===== src/rtl/data_mem_arbiter.sv =====
// Two-port round-robin arbiter/sequencer for a single-port synchronous data memory.
// Each access runs IDLE -> ISSUE -> RESP; read data comes back with the requester's ack pulse.
module data_mem_arbiter #(
  parameter int DEPTH  = 1024,
  parameter int DATA_W = 32
) (
  input  logic              clk,
  input  logic              rst,
  input  logic              p0_req,
  input  logic              p0_we,
  input  logic [31:0]       p0_addr,
  input  logic [DATA_W-1:0] p0_wdata,
  output logic              p0_ack,
  output logic              p0_err,
  output logic [DATA_W-1:0] p0_rdata,
  input  logic              p1_req,
  input  logic              p1_we,
  input  logic [31:0]       p1_addr,
  input  logic [DATA_W-1:0] p1_wdata,
  output logic              p1_ack,
  output logic              p1_err,
  output logic [DATA_W-1:0] p1_rdata,
  output logic [31:0]       mem_address,
  output logic [DATA_W-1:0] mem_data_in,
  output logic              mem_we,
  output logic              mem_re,
  input  logic [DATA_W-1:0] mem_data_out,
  output logic              busy
);

  typedef enum logic [1:0] {IDLE, ISSUE, RESP} state_t;

  state_t              state_q, state_d;
  logic                rr_ptr_q, rr_ptr_d;
  logic                win_q, win_d;
  logic                we_q, we_d;
  logic                oor_q, oor_d;
  logic [31:0]         mem_address_q, mem_address_d;
  logic [DATA_W-1:0]   mem_data_in_q, mem_data_in_d;
  logic                mem_we_q, mem_we_d;
  logic                mem_re_q, mem_re_d;
  logic                p0_ack_q, p0_ack_d, p0_err_q, p0_err_d, p0_rd_q, p0_rd_d;
  logic                p1_ack_q, p1_ack_d, p1_err_q, p1_err_d, p1_rd_q, p1_rd_d;

  logic                sel;
  logic                sel_we;
  logic [31:0]         sel_addr;
  logic [DATA_W-1:0]   sel_wdata;
  logic                sel_oor;

  always_comb begin
    sel       = (p0_req && p1_req) ? rr_ptr_q : p1_req;
    sel_we    = sel ? p1_we    : p0_we;
    sel_addr  = sel ? p1_addr  : p0_addr;
    sel_wdata = sel ? p1_wdata : p0_wdata;
    sel_oor   = (sel_addr >= 32'(DEPTH));

    state_d       = state_q;
    rr_ptr_d      = rr_ptr_q;
    win_d         = win_q;
    we_d          = we_q;
    oor_d         = oor_q;
    mem_address_d = '0;
    mem_data_in_d = '0;
    mem_we_d      = 1'b0;
    mem_re_d      = 1'b0;
    p0_ack_d      = 1'b0;
    p0_err_d      = 1'b0;
    p0_rd_d       = 1'b0;
    p1_ack_d      = 1'b0;
    p1_err_d      = 1'b0;
    p1_rd_d       = 1'b0;

    unique case (state_q)
      IDLE: begin
        if (p0_req || p1_req) begin
          win_d   = sel;
          we_d    = sel_we;
          oor_d   = sel_oor;
          state_d = ISSUE;
          // Memory strobes are registered here so they are valid throughout ISSUE.
          if (!sel_oor) begin
            mem_address_d = sel_addr;
            mem_data_in_d = sel_wdata;
            mem_we_d      = sel_we;
            mem_re_d      = ~sel_we;
          end
        end
      end
      ISSUE: begin
        p0_ack_d = ~win_q;
        p1_ack_d = win_q;
        p0_err_d = ~win_q & oor_q;
        p1_err_d = win_q & oor_q;
        p0_rd_d  = ~win_q & ~we_q & ~oor_q;
        p1_rd_d  = win_q & ~we_q & ~oor_q;
        state_d  = RESP;
      end
      RESP: begin
        rr_ptr_d = ~win_q;
        state_d  = IDLE;
      end
      default: state_d = IDLE;
    endcase
  end

  always_ff @(posedge clk or posedge rst) begin
    if (rst) begin
      state_q       <= IDLE;
      rr_ptr_q      <= 1'b0;
      win_q         <= 1'b0;
      we_q          <= 1'b0;
      oor_q         <= 1'b0;
      mem_address_q <= '0;
      mem_data_in_q <= '0;
      mem_we_q      <= 1'b0;
      mem_re_q      <= 1'b0;
      p0_ack_q      <= 1'b0;
      p0_err_q      <= 1'b0;
      p0_rd_q       <= 1'b0;
      p1_ack_q      <= 1'b0;
      p1_err_q      <= 1'b0;
      p1_rd_q       <= 1'b0;
    end else begin
      state_q       <= state_d;
      rr_ptr_q      <= rr_ptr_d;
      win_q         <= win_d;
      we_q          <= we_d;
      oor_q         <= oor_d;
      mem_address_q <= mem_address_d;
      mem_data_in_q <= mem_data_in_d;
      mem_we_q      <= mem_we_d;
      mem_re_q      <= mem_re_d;
      p0_ack_q      <= p0_ack_d;
      p0_err_q      <= p0_err_d;
      p0_rd_q       <= p0_rd_d;
      p1_ack_q      <= p1_ack_d;
      p1_err_q      <= p1_err_d;
      p1_rd_q       <= p1_rd_d;
    end
  end

  // Memory output register already provides the stage; gate it by a registered select.
  assign p0_rdata    = p0_rd_q ? mem_data_out : '0;
  assign p1_rdata    = p1_rd_q ? mem_data_out : '0;
  assign p0_ack      = p0_ack_q;
  assign p0_err      = p0_err_q;
  assign p1_ack      = p1_ack_q;
  assign p1_err      = p1_err_q;
  assign mem_address = mem_address_q;
  assign mem_data_in = mem_data_in_q;
  assign mem_we      = mem_we_q;
  assign mem_re      = mem_re_q;
  assign busy        = (state_q != IDLE);

endmodule


===== config.mk =====
export PLATFORM = sky130hd
export DESIGN_NAME = data_mem_arbiter
export DESIGN_NICKNAME = d
export VERILOG_FILES = /design/src/rtl/data_mem_arbiter.sv
export SDC_FILE = /design/constraint.sdc
export NUM_CORES = 1
export LEC_CHECK = 0
export BUFFER_PORTS_ARGS = -buffer_cell sky130_fd_sc_hd__buf_2
export CORE_ASPECT_RATIO = 0.5
export CORE_MARGIN = 5
export CORE_UTILIZATION = 35
export DETAILED_ROUTE_END_ITERATION = 10
export GPL_ROUTABILITY_DRIVEN = 0
export PLACE_DENSITY_LB_ADDON = 0.3
export SLEW_MARGIN = 10
export SYNTH_ARGS = -nofsm -noshare
export SYNTH_HDL_FRONTEND = slang
export SYNTH_SLANG_ARGS = --single-unit

===== constraint.sdc =====
create_clock -name clk -period 2.9 [get_ports clk]
set_clock_uncertainty 0.1 [all_clocks]
set_input_delay 0.29 -clock clk [delete_from_list [all_inputs] [get_ports clk]]
set_output_delay 0.29 -clock clk [all_outputs]
set_load 0.01 [all_outputs]

======== Word-level counts from Yosys, hierarchy flattened ========
Cells that the tools add are included.
W data, S select, Z words.
storage, ports and cells
  output and inout bits ................... 135
  bits in registers ....................... 78
cells by class
  reduce and logical (&&, ||, !) cells .... 5
  $lt $le $gt $ge ......................... 1
  equality and inequality tests ........... 3
  multiplexer cells ....................... 26
  bitwise operators ....................... 10
operators with widths
  operator                count
  $mux W32                10
  $ge A32 B11 Y1 const B  1
  $mux W1                 14
  $and A1 B1 Y1           6
  $not A1 Y1              4
  $pmux W2 S2             1
  $eq A2 B1 Y1 const B    1
  $eq A2 B2 Y1 const B    1
  $logic_not A2 Y1        1
  $mux W2                 1
  $ne A2 B2 Y1 const B    1
  $reduce_and A2 Y1       1
  $reduce_bool A2 Y1      1
  $logic_and A1 B1 Y1     1
  $logic_or A1 B1 Y1      1

======== Longest topological paths before layout ========
  depth in word-level cells ............... 7
  gate-level depth with buffers ........... 7

======== Worst setup path after synthesis ========
Ideal clock, no wire load.
  path kind ............................... input port to flip-flop
  start point ............................. in p0_addr[25]
  end point ............................... reg mem_address_q[0], in the netlist mem_address[0]
  arrival ................................. 1538 ps
  path slack .............................. 1193 ps
  buffers on the path ..................... 2
  library setup time ...................... 69 ps
  stages on the path ...................... 7
  cells stage by stage .................... or4_4 > nor3_2 > and4_1 > buf_6 > buf_12 > a22oi_2 > nor2_2
on the way
  cells in the longest elaborated chain, start to end .. 5
ends and longest elaborated chain
  what                        RTL line  RTL
  start, declared             11        input logic [31:0] p0_addr,
  $mux W32                    54        sel_addr = sel ? p1_addr : p0_addr;
  $ge A32 B11 Y1              56        sel_oor = (sel_addr >= 32'(DEPTH));
  $mux W32                    82        if (!sel_oor) begin
  $mux W32                    76        if (p0_req || p1_req) begin
  $mux W32                    74        unique case (state_q)
  named net mem_address_d[0]  38        logic [31:0] mem_address_q, mem_address_d;
  end signal, assigned        130       mem_address_q <= mem_address_d;
  end, declared               38
The timed path passes the listed nets, and every way through them passes these cells.
A chain may end at the register's enable or synchronous reset.

======== Worst setup path after layout ========
  start point ............................. reg rr_ptr_q
  end point ............................... reg mem_we_q, in the netlist mem_we
on the way
  cells in the longest elaborated chain, start to end .. 6
  elaborated cells on any way between the ends .. 7
ends and longest elaborated chain
  what                    RTL line  RTL
  start, declared         34        logic rr_ptr_q, rr_ptr_d;
  start signal, assigned  126       rr_ptr_q <= rr_ptr_d;
  $mux W1 *               52        sel = (p0_req && p1_req) ? rr_ptr_q : p1_req;
  $mux W32                54
  $ge A32 B11 Y1          56
  $mux W1 *               82
  $mux W1 *               76
  $mux W1 *               74
  named net mem_we_d      40        logic mem_we_q, mem_we_d;
  end signal, assigned    132       mem_we_q <= mem_we_d;
  end, declared           40
Mark *: on every way through the listed nets, which the timed path passes. The rest lies on a longest branch.

==> results.sh <==
export IMPL_final_max_slew_viol_count=0
export IMPL_worstMarginPinSlew_ns=1.10
export IMPL_setup_viol=0
export IMPL_total_routed_length_mm=12.0
export IMPL_timing_setup_tns_ns=0
export IMPL_worst_hold_path_type="primary input to register"
export IMPL_power_mw=2.65
export IMPL_highest_fanout_seen_on_the_critical_path=30
export IMPL_crit_path_cell_trace="o21ai_0 -> nor2_1 -> o21ai_4 -> buf_4 -> nor2_1"
export IMPL_synth_area_um2=3660
export IMPL_cts_tree="yes"
export IMPL_first_global_vias=3286
export IMPL_fp_dieH_um=82.3
export IMPL_final_layout_size_suffix_gt1_share_pct=66.1
export IMPL_max_slew_margin_pct=26.7
export IMPL_die_width_um=155
export IMPL_track_usage_pct=17.9
export IMPL_core_rows=26
export IMPL_clock_fmax_ghz=0.391
export IMPL_worst_path_most_repeated_cell="nor2_1"
export IMPL_synth_top_cell_area_share_pct=53.4
export IMPL_end_kind="register"
export IMPL_ir_drop_mv=0.330
export IMPL_drc=0
export IMPL_post_cts_resized=0
export IMPL_synth_avg_cell_area_um2=12.4
export IMPL_overflow=0
export IMPL_cp_arrival_ns=2.66
export IMPL_numPortBuffers=300
export IMPL_min_period_over_period_pct=88.1
export IMPL_post_synth_num_cell_types=31
export IMPL_period_minus_slack_ns=2.55
export IMPL_critPathLaunchType="register"
export IMPL_vias=3339
export IMPL_path_delay_family="compound AO/OA/AOI/OAI gates"
export IMPL_first_pass_grt_wire_length_mm=17.6
export IMPL_critPathKind="register to register"
export IMPL_ys_seq_area_share_pct=53.4
export IMPL_cellLeakagePower_nw=2.98
export IMPL_final_hold_slack_ns=0.0992
export IMPL_io_pin_count=301
export IMPL_synth_warnings=0
export IMPL_worst_setup_slack_final_ns=0.346
export IMPL_cts_root_buf="clkbuf_16"
export IMPL_drt_vias_per_instance=4.39
export IMPL_area_growth_pct=52.9
export IMPL_yosysTopAreaCell="dfrtp_1"
export IMPL_firstDrtPassIters=4
export IMPL_wire_per_inst_um=15.7
export IMPL_grt_setup_unrepaired="no"
export IMPL_cts_setup_buffers=0
export IMPL_total_inserted_antenna_cells=0
export IMPL_postCtsHoldBufs=1
export IMPL_data_required_time_of_the_worst_path_ns=3.01
export IMPL_design_die_area_um2=12700
export IMPL_synth_top_cells_by_area="dfrtp_1, a22oi_2, and2_1, nor2_2, buf_12"
export IMPL_synth_seq_cells=78
export IMPL_post_synth_inst_count=295
export IMPL_initial_utilization_pct=35.8
export IMPL_core_area_um2=10200
export IMPL_clock_path_buffers=2
export IMPL_preCtsSetupSlack_ns=0.252
export IMPL_cts_sink_count=78
export IMPL_cp_slowest_cell="o21ai_4"
export IMPL_outcome="finished clean"
export IMPL_finalNetCount=781
export IMPL_postSynth_asyncResetShare_pct=100
export IMPL_cp_num_buf_inv=1
export IMPL_drt_iter0_drc=103
export IMPL_worst_skew_pair_late_latency_ns=0.32
export IMPL_dp_hpwl_mm=9.86
export IMPL_pin_count_of_the_biggest_net_entering_global_routing=46
export IMPL_synth_enable_flop_cells=0
export IMPL_synth_commonest_cells="dfrtp_1, and2_1, a22oi_2, nor2_2, nor2_1"
export IMPL_max_cap_viol_count=0
export IMPL_synth_most_common_cell="dfrtp_1"
export IMPL_cts_buffers=9
export IMPL_clk_pin_slew_worst_paths_ns=0.06
export IMPL_synth_top_flop_cell="dfrtp_1"
export IMPL_h_tree_depth=3
export IMPL_antenna_found_initial=1
export IMPL_antenna_violating_nets_post_route=0
export IMPL_final_hold_violation_count=0
export IMPL_power_per_cell_area_nw_per_um2=474
export IMPL_worst_path_largest_cell_delay_ns=0.86
-- layout by cell type, fill, tap and decap left out, drive strengths merged, types with 2 or more instances in the layout --
cell	netlist	final
conb	1	22
nor2b	2	2
clkbuf	6	9
inv	2	4
o21ai	5	5
nor3	7	7
nor4	3	3
and2	66	66
buf	14	307
clkinv	0	3
and3	2	2
nor3b	2	2
nand2b	3	3
a21oi	2	2
nor2	49	49
or4	3	3
dfrtp	78	78
a22oi	43	43
-- cell type report --
class                      count  area [um2]
multi-input combinational    216        1550
timing repair buffer         308        1600
tap                          140         175
clock inverter                 7        80.1
inverter                       2        8.76
clock buffer                   9         225
sequential                    78        1950
fill                         952        4620
-- where the power goes --
group          internal (mW)  switching [mW]  leakage, nW
logic                  0.160           0.173         1.81
clock network          0.678           0.449        0.148
registers               1.16          0.0315         1.02
total                   2.00           0.654         2.98
-- cells by family (layout without fill, tap and decap cells) --
family | after synthesis | after routing | share of synthesized area (%)
AND/OR/NAND/NOR | 142 | 142 | 23.9
flip-flops | 78 | 78 | 53.4
AO/OA/AOI/OAI | 51 | 51 | 15.6
buffers and inverters | 22 | 326 | 6.74
other | 1 | 22 | 0.103
multiplexers | 1 | 1 | 0.274
-- worst register-to-register path: stages (launching register included) --
cell     delay (ns)
dfrtp_1        0.38
o21ai_0        0.43
nor2_1         0.15
o21ai_4        0.86
buf_4          0.43
nor2_1         0.09
-- routing by layer --
metal	global-route usage [%]	share of wire, %	vias up
met2	33.9	55	126
li1	-	-	1615
met1	20.3	37	1581
met3	4.69	6.7	15
met4	5.11	1.5	2
met5	0	0.058	-
-- metrics by stage --
stage / util [%] / instances / instance area (um2)
2_1_floorplan: - / 316 / 3740
3_3_place_gp: 51.6 / 743 / 5280
3_5_place_dp: 51.6 / 743 / 5280
4_1_cts: 54.7 / 760 / 5590
5_1_grt: 54.7 / 760 / 5590
6_report: 54.7 / 760 / 5590
-- final timing paths --
check,from,endpoint,slack [ns],depth (start not counted)
hold / removal,p1_addr[5],mem_address[5]$_DFF_PP0_,0.1,3
min in group asynchronous,rst,mem_data_in[11]$_DFF_PP0_,0.27,3
hold reg to reg,we_q$_DFFE_PP0P_,p1_rd_q$_DFF_PP0_,0.38,1
setup / recovery,rr_ptr_q$_DFFE_PP0N_,mem_we$_DFF_PP0_,0.35,5
max in group asynchronous,rst,mem_address[31]$_DFF_PP0_,1.70,4
setup reg to reg,rr_ptr_q$_DFFE_PP0N_,mem_we$_DFF_PP0_,0.35,5
(Power assumes the default switching activity.)
